==> src/rtl/ifu_fetch_pkg.sv <==
// rtl/ifu_fetch_pkg.sv - shared types and constants for the instruction fetch unit
package ifu_fetch_pkg;

  localparam int unsigned ADDR_W = 64;
  localparam int unsigned INST_W = 32;

  localparam logic [ADDR_W-1:0] PC_START = 64'h0000_0000_8000_0000;
  localparam logic [INST_W-1:0] INST_NOP = 32'h0000_0013;

  typedef enum logic [1:0] {
    IF_REQ  = 2'd0,
    IF_WAIT = 2'd1,
    IF_OUT  = 2'd2
  } if_state_e;

  function automatic logic [ADDR_W-1:0] align_pc(input logic [ADDR_W-1:0] pc);
    return {pc[ADDR_W-1:2], 2'b00};
  endfunction

endpackage

==> src/rtl/ifu_fetch_reg.sv <==
// rtl/ifu_fetch_reg.sv - write-enabled register with synchronous active-high reset
module ifu_fetch_reg #(
  parameter int unsigned      WIDTH     = 1,
  parameter logic [WIDTH-1:0] RESET_VAL = '0
) (
  input  logic             clk,
  input  logic             rst,
  input  logic [WIDTH-1:0] din,
  output logic [WIDTH-1:0] dout,
  input  logic             wen
);

  always_ff @(posedge clk) begin
    if (rst) begin
      dout <= RESET_VAL;
    end else if (wen) begin
      dout <= din;
    end
  end

endmodule

==> src/rtl/ifu_fetch.sv <==
// rtl/ifu_fetch.sv - PC owner, single-outstanding imem fetch, redirect handling
module ifu_fetch
  import ifu_fetch_pkg::*;
#(
  parameter logic [63:0] RESET_PC = PC_START
) (
  input  logic        clk,
  input  logic        rst,
  input  logic        branch_flag_i,
  input  logic [63:0] pc_new_i,
  output logic        imem_req_valid_o,
  input  logic        imem_req_ready_i,
  output logic [63:0] imem_addr_o,
  input  logic        imem_rsp_valid_i,
  input  logic [31:0] imem_rsp_data_i,
  output logic        inst_valid_o,
  output logic [31:0] inst_o,
  output logic [63:0] pc_o,
  input  logic        id_ready_i
);

  if_state_e   state, state_d;
  logic [63:0] pc_q, pc_d;
  logic        kill_q, kill_d;
  logic [63:0] addr_hold_q;
  logic        hold_wen;
  logic [31:0] inst_q;
  logic [63:0] pc_out_q;
  logic        capture;

  always_ff @(posedge clk) begin
    if (rst) begin
      state <= IF_REQ;
    end else begin
      state <= state_d;
    end
  end

  always_comb begin
    state_d = state;
    pc_d    = pc_q;
    kill_d  = kill_q;
    capture = 1'b0;
    unique case (state)
      IF_REQ: begin
        if (imem_req_ready_i) state_d = IF_WAIT;
        if (branch_flag_i) begin
          pc_d   = align_pc(pc_new_i);
          kill_d = 1'b1;
        end
      end
      IF_WAIT: begin
        if (branch_flag_i) begin
          pc_d = align_pc(pc_new_i);
          if (imem_rsp_valid_i) begin
            state_d = IF_REQ;
            kill_d  = 1'b0;
          end else begin
            kill_d = 1'b1;
          end
        end else if (imem_rsp_valid_i) begin
          if (kill_q) begin
            kill_d  = 1'b0;
            state_d = IF_REQ;
          end else begin
            capture = 1'b1;
            state_d = IF_OUT;
          end
        end
      end
      IF_OUT: begin
        if (branch_flag_i) begin
          pc_d    = align_pc(pc_new_i);
          state_d = IF_REQ;
        end else if (id_ready_i) begin
          pc_d    = pc_q + 64'd4;
          state_d = IF_REQ;
        end
      end
      default: state_d = IF_REQ;
    endcase
  end

  // A redirect in REQ before acceptance must not disturb the pending address,
  // so the request address is latched while the request is still right-path.
  assign hold_wen = (state == IF_REQ) && !kill_q;

  ifu_fetch_reg #(.WIDTH(64), .RESET_VAL(RESET_PC)) u_pc (
    .clk(clk), .rst(rst), .din(pc_d), .dout(pc_q), .wen(1'b1)
  );
  ifu_fetch_reg #(.WIDTH(1), .RESET_VAL(1'b0)) u_kill (
    .clk(clk), .rst(rst), .din(kill_d), .dout(kill_q), .wen(1'b1)
  );
  ifu_fetch_reg #(.WIDTH(64), .RESET_VAL(RESET_PC)) u_addr_hold (
    .clk(clk), .rst(rst), .din(pc_q), .dout(addr_hold_q), .wen(hold_wen)
  );
  ifu_fetch_reg #(.WIDTH(32), .RESET_VAL(INST_NOP)) u_inst (
    .clk(clk), .rst(rst), .din(imem_rsp_data_i), .dout(inst_q), .wen(capture)
  );
  ifu_fetch_reg #(.WIDTH(64), .RESET_VAL(64'd0)) u_pc_out (
    .clk(clk), .rst(rst), .din(pc_q), .dout(pc_out_q), .wen(capture)
  );

  assign imem_req_valid_o = (state == IF_REQ);
  assign imem_addr_o      = (state == IF_REQ && kill_q) ? addr_hold_q : pc_q;
  assign inst_valid_o     = (state == IF_OUT);
  assign inst_o           = inst_valid_o ? inst_q : INST_NOP;
  assign pc_o             = pc_out_q;

endmodule
==> config.mk <==
export PLATFORM = sky130hd
export DESIGN_NAME = ifu_fetch
export DESIGN_NICKNAME = d
export VERILOG_FILES = /design/src/rtl/ifu_fetch_pkg.sv /design/src/rtl/ifu_fetch_reg.sv /design/src/rtl/ifu_fetch.sv
export SDC_FILE = /design/constraint.sdc
export NUM_CORES = 1
export LEC_CHECK = 0
export BUFFER_PORTS_ARGS = -buffer_cell sky130_fd_sc_hd__buf_2
export CORE_ASPECT_RATIO = 2
export CORE_UTILIZATION = 29
export CTS_CLUSTER_DIAMETER = 50
export DETAILED_ROUTE_END_ITERATION = 8
export HOLD_SLACK_MARGIN = 0.05
export PLACE_DENSITY_LB_ADDON = 0.05
export SLEW_MARGIN = 40
export SYNTH_ARGS = -nofsm -noshare
export SYNTH_HDL_FRONTEND = slang
export SYNTH_HIERARCHICAL = 1
export SYNTH_SLANG_ARGS = --single-unit
export TNS_END_PERCENT = 30
==> constraint.sdc <==
create_clock -name clk -period 2.7 [get_ports clk]
set_input_delay 0.27 -clock clk [delete_from_list [all_inputs] [get_ports clk]]
set_output_delay 0.27 -clock clk [all_outputs]
set_load 0.02 [all_outputs]
### Yosys cells after proc, flatten, opt, wreduce, memory -nomap -nowiden

Cells that the tools add are included.

* reduce and logical (&&, ||, !) cells: 10
* mux-type cells: 23
* eq/ne operators: 8
* add/subtract/negate cells: 1

Operator list (number)
* 64-bit 2-to-1 mux: 4
* 64-bit case mux with 2 select lines: 1
* 64-bit by 3-bit adder with 64-bit output (second input constant): 1
* 32-bit 2-to-1 mux: 1
* 2-bit 2-to-1 mux: 7
* 3-bit AND reduction: 3
* 1-bit 2-to-1 mux: 8
* 2-bit case mux with 3 select lines: 1
* 2-bit by 1-bit != test with 1-bit output (second input constant): 2
* 2-bit != test (second input constant): 2
* 2-bit nonzero test: 2
* 3-bit by 2-bit != test with 1-bit output (second input constant): 1
* 3-bit != test (second input constant): 1
* 2-bit by 1-bit equality test with 1-bit output (second input constant): 1
* 2-bit equality test (second input constant): 1
* 1-bit logical AND: 2
* 2-bit zero test: 1
* 1-bit case mux with 2 select lines: 1
* 2-bit OR reduction: 1
* 1-bit zero test: 1

* output and inout bits: 162
* bits of input ports: 102
* word-level logic and storage cells: 48
* register bits: 227

### Depth between registers and ports, before layout

Gate-level depths: netlist of run 1.

* word-level depth: 4
* gate-level depth with buffers: 10
* mapped depth without buffers: 8

### Cells and area by module

Netlist of run 1, hierarchy kept.

Modules (own cells, without submodules)
* ifu_fetch: times used 1, seq. area each 40.0 sq um, cells each 776, area each 4878.4 sq um
* ifu_fetch_reg at u_addr_hold ...: times used 2, seq. area each 1281.2 sq um, cells each 206, area each 2294.7 sq um
* ifu_fetch_reg at u_pc_out: times used 1, seq. area each 1281.2 sq um, cells each 206, area each 2290.9 sq um
* ifu_fetch_reg at u_inst: times used 1, seq. area each 640.6 sq um, cells each 103, area each 1168.6 sq um
* ifu_fetch_reg at u_kill: times used 1, seq. area each 20.0 sq um, cells each 3, area each 33.8 sq um

### Least setup slack after synthesis of run 1

No wires, ideal clock.

* path kind: reg2reg
* from: register u_pc.dout[18]
* to: register u_pc.dout[53]
* data arrival time: 2.577 ns
* clock period less this slack: 2.642 ns
* stages on the path, launching flop included: 9
* setup time: 0.065 ns
* setup slack: 0.058 ns
* required time: 2.635 ns
* path buffers: 1
* cell sequence: dfxtp_1 -> nand4_4 -> or4_4 -> or4_1 -> buf_2 -> or4_1 -> a31oi_1 -> mux2i_1 -> nor2_1

* longest elaborated chain between the ends: 4

RTL lines
* from (decl): RTL line ifu_fetch_reg.sv:9 `output logic [WIDTH-1:0] dout,`
* from (signal assigned): RTL line ifu_fetch_reg.sv:17 `dout <= din;`
* 64-bit by 3-bit adder with 64-bit output: RTL line ifu_fetch.sv:76 `pc_d = pc_q + 64'd4;`
* 64-bit 2-to-1 mux: RTL line ifu_fetch.sv:75 `end else if (id_ready_i) begin`
* 64-bit 2-to-1 mux: RTL line ifu_fetch.sv:72 `if (branch_flag_i) begin`
* 64-bit case mux with 2 select lines: RTL line ifu_fetch.sv:44 `unique case (state)`
* via pc_d[53]: RTL line ifu_fetch.sv:23 `logic [63:0] pc_q, pc_d;`

The timed path passes the listed nets, and every way through them passes these cells. The select of a mux whose other input is x is not followed.
A chain may end at the register's enable or synchronous reset.

### Worst setup path in the final report of run 1

* from: register u_pc.dout[25]
* to: register u_pc.dout[61]

Same word-level chain as after synthesis.

==> run_results.csv, run 1 <==
group,metric,value,unit
critical_path,reg2reg_slack,0.05,ns
yosys,synth_xor_area_frac,0.000676,
outcome,status,"finished clean",
global_routing,grt_pass1_vias,12499,
timing,fmax,378,MHz
yosys,synth_cell_type_count,68,
timing,worst_pin_slew,0.770,ns
critical_path,required,3.20,ns
pwr,p_per_area,525,mW/mm2
detailed_routing,wirelength,53200,um
timing,setup_viol,0,
placed_design,io_buffers,261,
global_routing,overflow,0,
critical_path,critPathArrivalTime,3.15,ns
yosys,ys_async_sr_fraction,0,
timing,clock_skew,0.0153,ns
final_layout,syn_to_final_growth,29.8,%
placed_design,placed_cells,2346,
timing,setup-tns-final,0,ns
final_layout,num-nets-final,1957,
timing,hold_viol,0,
timing,slew_headroom,0.486,
floorplan,die_y,301,um
global_routing,grt_usage,0.230,
floorplan,fp.dieArea,0.0456,mm2
yosys,synthCells,1500,
critical_path,crit_type,"register to register",
detailed_routing,wl_met1,20500,um
timing,min_period,2.65,ns
global_routing,grt_max_degree,117,
floorplan,start_util,0.293,
floorplan,die_x,151,um
run,drv_cap,0,
yosys,synth_compound_area_frac,0.125,
critical_path,end_kind,"register",
final_layout,drive_above_1_share,0.300,
floorplan,rows,109,
min_path,holdCritPathClass,"primary input to register",
clocking,root_buffer,"clkbuf_16",
detailed_routing,wl_met2,27000,um
yosys,synth_edf_count,0,
detailed_routing,vias,12742,
detailed_routing,drc,0,
final_layout,fin_cells,2430,
min_path,min_from,"pc_new_i[8]",
timing,rsz0062_at_grt,"yes",
detailed_routing,wire_per_inst,21.9,um
detailed_routing,dr.pass1.iters,5,
yosys,avgSynthCellArea,8.64,um2
clocking,htree_levels,1,
critical_path,critPathMaxFanout,4,
detailed_routing,vias_per_cell,5.24,
yosys,synth-warning-count,6,
yosys,synthFlopType,"dfxtp_1",
clocking,cts_tree,"built",
yosys,synth_top_family_by_area,"multiplexers",
global_routing,grt_pass1_wl,77700,um
critical_path,cp-startpoint,"u_pc/dout[25]",
pwr,ir_drop,0.490,mV
yosys,syn_area,0.0130,mm2
floorplan,ios,264,
timing,maxSlewViolCount,0,
detailed_routing,antenna_left,0,
global_routing,antenna_found_initial,5,
yosys,synth_seq_area_share,0.351,
yosys,ys_ff_latch,227,
critical_path,start_kind,"register",
detailed_routing,wl_met3,2780,um
clocking,cts.reportedPaths.clkPinSlew,0.07,ns
clocking,clk-insertion-delay-late,0.56,ns
yosys,synth-adder-area-share,0.000965,
detailed_routing,top_layer_used,"met5",
clocking,cts_made_buffers,27,
floorplan,core_area,0.0442,mm2
critical_path,reg2reg_from,"u_pc/dout[25]",
yosys,synth-simple-area-share,0.219,
yosys,muxShareOfSynthArea,0.235,
placed_design,gp_congestion,0.926,
clocking,cts_buffer_depth,3,
detailed_routing,drt-initial-drc-count,564,
placed_design,dp.final_hpwl,38500,um
timing,fin_crit_sh,0.981,
clocking,clkSinkCount,227,
pwr,power.leakage,7.28,nW
[flip-flops by register name, summed over array words and instances (netlist names)]
register,cells
u_kill/dout,1
u_pc_out/dout,64
u_pc/dout,64
state,2
u_addr_hold/dout,64
u_inst/dout,32
[cells in the mapped netlist, types with 5 or more instances]
cell | number | area [um2]
o221ai_1 | 7 | 61.3
dfxtp_1 | 227 | 4540
a211o_1 | 6 | 52.6
or4_1 | 11 | 82.6
a211oi_1 | 21 | 158
or2_2 | 6 | 37.5
and3_1 | 11 | 68.8
a311oi_1 | 12 | 105
a31oi_1 | 14 | 87.6
buf_8 | 18 | 270
buf_1 | 26 | 97.6
inv_1 | 20 | 75.1
o31ai_1 | 8 | 60.1
o21a_1 | 10 | 75.1
nand2_1 | 75 | 282
clkbuf_1 | 58 | 218
a21oi_1 | 40 | 200
and4_1 | 11 | 96.3
a221oi_1 | 7 | 61.3
nand2b_1 | 15 | 93.8
o211ai_1 | 5 | 37.5
nand3_1 | 41 | 205
and2_1 | 37 | 231
o32ai_1 | 5 | 43.8
nor4_1 | 18 | 113
o21ai_0 | 43 | 215
o32a_1 | 10 | 100
nor3_1 | 29 | 145
mux2i_1 | 224 | 2240
buf_2 | 8 | 40.0
nand4_1 | 33 | 206
mux2_2 | 71 | 800
o22ai_1 | 12 | 75.1
a41oi_1 | 5 | 43.8
nor2_1 | 287 | 1080
buf_6 | 6 | 67.6
[critical path, stage by stage, from the launching register on]
cell     delay [ns]
dfxtp_1        0.33
nand4_1        0.28
or4_4          0.59
or4_4          0.56
or4_1          0.48
a31oi_1        0.16
mux2i_1        0.09
nor2_1         0.10
[logic make-up after synthesis]
family | after synthesis
XOR/XNOR | 1
other | 1
flip-flops | 227
buffers and inverters | 146
AND/OR/NAND/NOR | 596
multiplexers | 295
AO/OA/AOI/OAI | 233
adder cells (fa/ha/maj) | 1
[metal layers]
layer,track usage,up-vias
met2,0.417,403
met4,0.119,8
met3,0.0389,121
li1,-,6118
met5,0,-
met1,0.250,6092
[area by class of cell]
type                    count  area, um2
inverters                  20       75.1
clock buffers              39        811
repair buffers            449       2960
clock inverters             9        143
well taps                 555        694
fillers                  4720      27400
diodes                      2       5.00
flip-flops and latches    227       4550
multi-input cells        1129       7590
[final timing paths]
kind,cells past startpoint,endpoint
max reg2reg,7,u_pc/dout[61]
max,7,u_pc/dout[61]
min reg2reg,2,u_pc_out/dout[49]
min,5,u_pc/dout[8]
[metrics by stage]
stage          hold slack (ns)  worst slack, ns  instance area, um2  power, W   util
2_1_floorplan            0.342           0.0575               13000   0.00446      -
3_3_place_gp             0.464          -0.0525               15500   0.00491  0.350
3_5_place_dp             0.473          -0.0618               15500   0.00492  0.351
4_1_cts                 0.0534         -0.00133               16800   0.00899  0.380
5_1_grt                 0.0780          -0.0406               16800   0.00920  0.381
6_report                0.0866           0.0526               16800   0.00884  0.381
[what timing repair did]
item / in CTS / in global routing
pin swaps: 0 / 3
buffers inserted: 0 / 1
resized for setup: 1 / 7
hold endpoints to repair: 33 / 0
endpoints found under the setup margin: 4 / 33
hold buffers: 33 / 0
[power breakdown]
group | switching (W) | internal, W | total, W
clock network | 0.00158 | 0.00238 | 0.00396
registers | 0.0000671 | 0.00344 | 0.00351
logic | 0.000789 | 0.000583 | 0.00137
total | 0.00244 | 0.00640 | 0.00884
[placed cells by master, fill, tap and decap left out, types with 19 or more instances in the layout]
master and count:
nor3_1 25, nor2_1 286, a21oi_1 40, and2_1 37
dlygate4sd3_1 33, dfxtp_1 225, nand2_1 75, o21ai_0 43
mux2i_1 224, nand3_1 41, mux2_2 71, inv_1 19
nand4_1 33, buf_4 145, buf_2 259, a211oi_1 21
clkbuf_16 28
Note: power is estimated with default switching activity, not from simulation.
==> inputs of run 2 (changes only) <==
==> constraint.sdc (replaced) <==
create_clock -name clk -period 2.7 [get_ports clk]
set_input_delay 0.27 -clock clk [delete_from_list [all_inputs] [get_ports clk]]
set_output_delay 0.27 -clock clk [all_outputs]
set_load 0.005 [all_outputs]
==> run 2 against run 1 <==
Against the previous run: critical endpoint unchanged; combinational power shrank 5%; global-route usage down 0.29 points; non-clock buffer count down 5; routed wire length fell by 0.92%; critical path type unchanged; final cell count down 0.12%.
==> run_results.csv, run 2 (synthesized netlist as in run 1, its figures left out) <==
group,metric,value,unit
global_routing,antenna_found_initial,6,
final_layout,drive_above_1_share,0.297,
timing,min_period,2.63,ns
timing,worst_pin_slew,0.826,ns
min_path,min_from,"pc_new_i[8]",
final_layout,num-nets-final,1953,
global_routing,grt_pass1_wl,77400,um
detailed_routing,drt-initial-drc-count,614,
global_routing,met2_usage,0.404,
floorplan,die_y,301,um
final_layout,fin_cells,2427,
timing,fin_crit_sh,0.976,
timing,fin_ws,0.0652,ns
global_routing,met1_usage,0.252,
clocking,clkSinkCount,227,
placed_design,placed_cells,2342,
timing,slew_headroom,0.449,
final_layout,multiInputGateArea,0.00758,mm2
final_layout,fillers,4710,
placed_design,io_buffers,261,
critical_path,critical_path_buf_inv_count,0,
floorplan,core_area,0.0442,mm2
critical_path,required,3.20,ns
final_layout,syn_to_final_growth,29.0,%
detailed_routing,vias,12694,
floorplan,ios,264,
placed_design,pre_cts_slack,-0.0302,ns
critical_path,critPathMaxFanout,4,
timing,rsz0062_at_grt,"yes",
clocking,cts_tree,"built",
timing,hold_viol,0,
outcome,status,"finished clean",
detailed_routing,antenna_left,0,
clocking,htree_levels,1,
detailed_routing,drc,0,
final_layout,regArea,0.00455,mm2
min_path,holdCritPathClass,"primary input to register",
pwr,ir_drop,0.490,mV
critical_path,cpMostUsedCell,"or4_4",
detailed_routing,dr.pass1.iters,5,
critical_path,end_kind,"register",
clocking,cts.reportedPaths.clkPinSlew,0.07,ns
critical_path,cp_slowest_stage_delay,0.57,ns
clocking,cts_made_buffers,28,
final_layout,final_common_cell,"nor2_1",
critical_path,critPathArrivalTime,3.13,ns
run,drv_cap,0,
floorplan,start_util,0.293,
detailed_routing,wire_per_inst,21.7,um
critical_path,path_delay_family,"simple AND/OR/NAND/NOR gates",
timing,clock_skew,0.0208,ns
global_routing,overflow,0,
clocking,cts_buffer_depth,3,
global_routing,global_route.usage.met3,0.0386,
critical_path,crit_chain,"nand4_1 > or4_4 > or4_4 > or4_1 > a31oi_1 > mux2i_1 > nor2_1",
timing,maxSlewViolCount,0,
global_routing,grt_busiest_layer,"met2",
global_routing,grt_usage,0.227,
final_layout,top_regs,"u_addr_hold/dout x64, u_pc/dout x64, u_pc_out/dout x64",
clocking,clk-insertion-delay-late,0.58,ns
critical_path,slowest_stage,"or4_4",
detailed_routing,wirelength,52800,um
critical_path,cp-startpoint,"u_pc/dout[24]",
global_routing,grt_pass1_vias,12435,
floorplan,die_x,151,um
critical_path,crit_type,"register to register",
critical_path,reg2reg_from,"u_pc/dout[24]",
final_layout,antenna_cells,0,
timing,setup_viol,0,
pwr,p_per_area,512,mW/mm2
global_routing,grt_max_degree,103,
floorplan,rows,109,
final_layout,most-common-layout-cells,"286 x nor2_1, 259 x buf_2, 226 x dfxtp_1",
timing,hold-worst-slack,0.0658,ns
clocking,root_buffer,"clkbuf_16",
floorplan,fp.dieArea,0.0456,mm2
timing,fmax,380,MHz
critical_path,start_kind,"register",
pwr,power.leakage,7.20,nW
placed_design,gp_congestion,0.948,
placed_design,dp.final_hpwl,38300,um
detailed_routing,vias_per_cell,5.23,
[run 2: cell types whose count changed in the layout (fill, tap and decap cells not counted), moves of 3 or more]
cell,previous run,this run
clkinvlp_4,1,4
buf_4,145,139
clkinv_2,1,4
bufinv_16,3,0
clkbuf_8,9,5
[run 2: final timing paths]
| kind | to | slack (ns) | depth (start not counted) |
|---|---|---|---|
| worst max-delay path | u_pc/dout[61] | 0.07 | 7 |
| worst min-delay path | u_pc/dout[8] | 0.07 | 5 |
| worst max register to register | u_pc/dout[61] | 0.07 | 7 |
| worst min register to register | u_addr_hold/dout[15] | 0.49 | 2 |
[run 2: repair_timing]
| item | 4_1_cts | 5_1_grt |
|---|---|---|
| setup buffers | 0 | 0 |
| pin swaps | 0 | 1 |
| resized for setup | 2 | 3 |
| setup endpoints to repair | 6 | 32 |
| hold endpoints to repair | 33 | 0 |
| hold buffers | 33 | 0 |
| cloned | 0 | 0 |
[run 2: power breakdown]
part	total [W]	internal [W]	switching, W
Combinational	0.00130	0.000578	0.000720
Clock	0.00376	0.00210	0.00166
Sequential	0.00351	0.00344	0.0000671
Total	0.00857	0.00612	0.00245
[run 2: metal layers]
| layer | part of all wire | up-vias |
|---|---|---|
| li1 | - | 6118 |
| met4 | 0.055 | 12 |
| met2 | 0.50 | 435 |
| met3 | 0.055 | 136 |
| met1 | 0.39 | 5993 |
| met5 | 0.0013 | - |
[run 2: worst reg2reg max path: cells and delay by family (launching register included)]
family	cells	cell delay, ns
compound gates	1	0.18
mux	1	0.09
flops	1	0.33
simple gates	5	1.97
[run 2: area by class of cell]
class	instances	area share
Clock buffer	37	0.0476
Tap cell	555	0.0415
Sequential cell	227	0.272
Inverter	20	0.00449
Clock inverter	15	0.00696
Multi-Input combinational cell	1129	0.453
Timing Repair Buffer	444	0.174
[run 2: metrics by stage]
step	total power, W	area, um2	TNS (ns)	utilization
final	0.00857	16700	0	0.378
after global routing	0.00897	16700	-0.0000966	0.378
after CTS	0.00872	16700	0	0.378
after detailed placement	0.00485	15500	-0.0489	0.350
after global placement	0.00484	15500	-0.139	0.350
after floorplan	0.00439	13000	0	-
==> inputs of run 3 (changes only) <==
--- a/config.mk
+++ b/config.mk
@@ -6,7 +6,7 @@
 export NUM_CORES = 1
 export LEC_CHECK = 0
 export BUFFER_PORTS_ARGS = -buffer_cell sky130_fd_sc_hd__buf_2
-export CORE_ASPECT_RATIO = 2
+export CORE_ASPECT_RATIO = 0.9
 export CORE_UTILIZATION = 29
 export CTS_CLUSTER_DIAMETER = 50
 export DETAILED_ROUTE_END_ITERATION = 8
==> run 3 against run 2 <==
Against the previous run: first-iteration DRC count grew 30%; clock skew decreased by 0.0015 ns; count of clock-buffer cells in the layout grew 11; sequential share of layout area decreased by 0.36 points; power up 12%; flip-flop and latch count did not move; fmax increased by 2.3%; die area down 0.11%; utilization rose by 0.56 points; largest power group unchanged; highest routed layer unchanged.
==> run_results.csv, run 3 (synthesized netlist as in run 1, its figures left out) <==
group,metric,value,unit
pwr,p_per_area,567,mW/mm2
floorplan,start_util,0.294,
floorplan,ios,264,
detailed_routing,drt-initial-drc-count,798,
critical_path,critPathArrivalTime,2.31,ns
clocking,clkSinkCount,227,
critical_path,required,2.43,ns
clocking,cts_made_buffers,37,
floorplan,fp.dieArea,0.0455,mm2
pwr,ir_drop,0.322,mV
global_routing,grt_max_degree,98,
clocking,htree_levels,2,
clocking,root_buffer,"clkbuf_16",
critical_path,start_kind,"register",
timing,fin_crit_sh,0.954,
timing,clock_skew,0.0193,ns
final_layout,most-common-layout-cells,"286 x nor2_1, 259 x buf_2, 227 x dfxtp_1",
pwr,power,0.00961,W
final_layout,fin_area,0.0169,mm2
detailed_routing,vias,12541,
critical_path,crit_type,"register to primary output",
global_routing,antenna_found_initial,7,
final_layout,num-nets-final,1942,
timing,setup_viol,0,
global_routing,grt_pass1_wl,75600,um
timing,slew_headroom,0.490,
global_routing,grt_usage,0.216,
critical_path,worst-r2r-cell-count,9,
detailed_routing,wire_per_inst,20.2,um
detailed_routing,antenna_left,0,
floorplan,core_area,0.0441,mm2
floorplan,die_x,225,um
final_layout,final_common_cell,"nor2_1",
timing,worst_pin_slew,0.765,ns
min_path,holdCritPathClass,"primary input to register",
critical_path,critPathMaxFanout,43,
global_routing,overflow,0,
placed_design,dp.final_hpwl,33800,um
timing,min_period,2.58,ns
outcome,status,"finished clean",
final_layout,syn_to_final_growth,30.7,%
clocking,clk-insertion-delay-late,0.55,ns
run,drv_cap,0,
clocking,cts_buffer_depth,3,
final_layout,final_core_util,0.384,
final_layout,drive_above_1_share,0.293,
timing,rsz0062_at_grt,"yes",
clocking,cts_tree,"built",
min_path,holdPathStages,4,
clocking,cts.reportedPaths.clkPinSlew,0.05,ns
floorplan,rows,73,
timing,hold_viol,0,
placed_design,place_area,0.0153,mm2
detailed_routing,vias_per_cell,5.08,
pwr,power.leakage,7.28,nW
detailed_routing,wirelength,49900,um
timing,hold-worst-slack,0.0985,ns
floorplan,die_y,203,um
final_layout,top_regs,"u_addr_hold/dout x64, u_pc/dout x64, u_pc_out/dout x64",
timing,setup-tns-final,0,ns
clocking,cts_setup_buffers,0,
detailed_routing,drc,0,
timing,fmax,388,MHz
placed_design,io_buffers,261,
timing,maxSlewViolCount,0,
critical_path,end_kind,"primary output",
placed_design,gp_congestion,0.851,
global_routing,grt_pass1_vias,12208,
detailed_routing,dr.pass1.iters,6,
==> run 3: changes by cell type in the layout (fill, tap and decap cells not counted), sizes merged <==
cell | previous run | this run
clkbuf | 38 | 49
bufinv | 0 | 3
inv | 24 | 25
dlygate4sd3 | 33 | 34
diode | 0 | 2
buf | 410 | 389
clkinv | 7 | 6
==> run 3: metal layers <==
| metal | routed length, um | GRT usage | share of wire | up-vias |
|---|---|---|---|---|
| li1 | - | - | - | 6094 |
| met1 | 23800 | 0.304 | 0.48 | 6004 |
| met2 | 21900 | 0.331 | 0.44 | 372 |
| met3 | 3300 | 0.0492 | 0.066 | 59 |
| met4 | 808 | 0.0520 | 0.016 | 12 |
| met5 | 69 | 0 | 0.0014 | - |
==> run 3: worst paths after layout <==
check               startpoint           endpoint  slack [ns]
max                   state[1]    imem_addr_o[48]        0.12
min           imem_rsp_valid_i           state[0]         0.1
max reg2reg      u_pc/dout[18]      u_pc/dout[49]        0.19
min reg2reg  u_pc_out/dout[57]  u_pc_out/dout[57]        0.48
==> run 3: metrics by stage <==
stage / setup slack (ns) / cells
finish: 0.123 / 2468
global route: -0.0491 / 2466
CTS: 0.0738 / 2466
detailed placement: 0.0784 / 2366
global placement: 0.0780 / 2366
floorplan: 0.0575 / 1502
==> run 3: cell type report <==
class                           count  area (um2)
Multi-Input combinational cell   1129        7580
Clock inverter                     18         216
Antenna cell                        2        5.00
Inverter                           20        75.1
Timing Repair Buffer              424        2740
Fill cell                        4641       27200
Tap cell                          600         751
Sequential cell                   227        4540
Clock buffer                       48        1030
==> run 3: where the power goes <==
group	total (W)	internal [W]	leakage, nW	switching [W]
clock network	0.00484	0.00301	0.597	0.00183
registers	0.00351	0.00345	1.84	0.0000654
logic	0.00127	0.000563	4.84	0.000704
==> run 3: what timing repair did <==
item	4_1_cts	5_1_grt
hold endpoints to repair	34	0
gates resized for setup	0	4
endpoints found under the setup margin	0	5
hold buffers	34	0
==> run 3: worst max-delay path, cell delays in order (launching register included) <==
cell and delay, ns:
dfxtp_1 0.33, buf_4 0.21, nor3_2 0.35, buf_12 0.33
mux2_2 0.38, buf_2 0.13
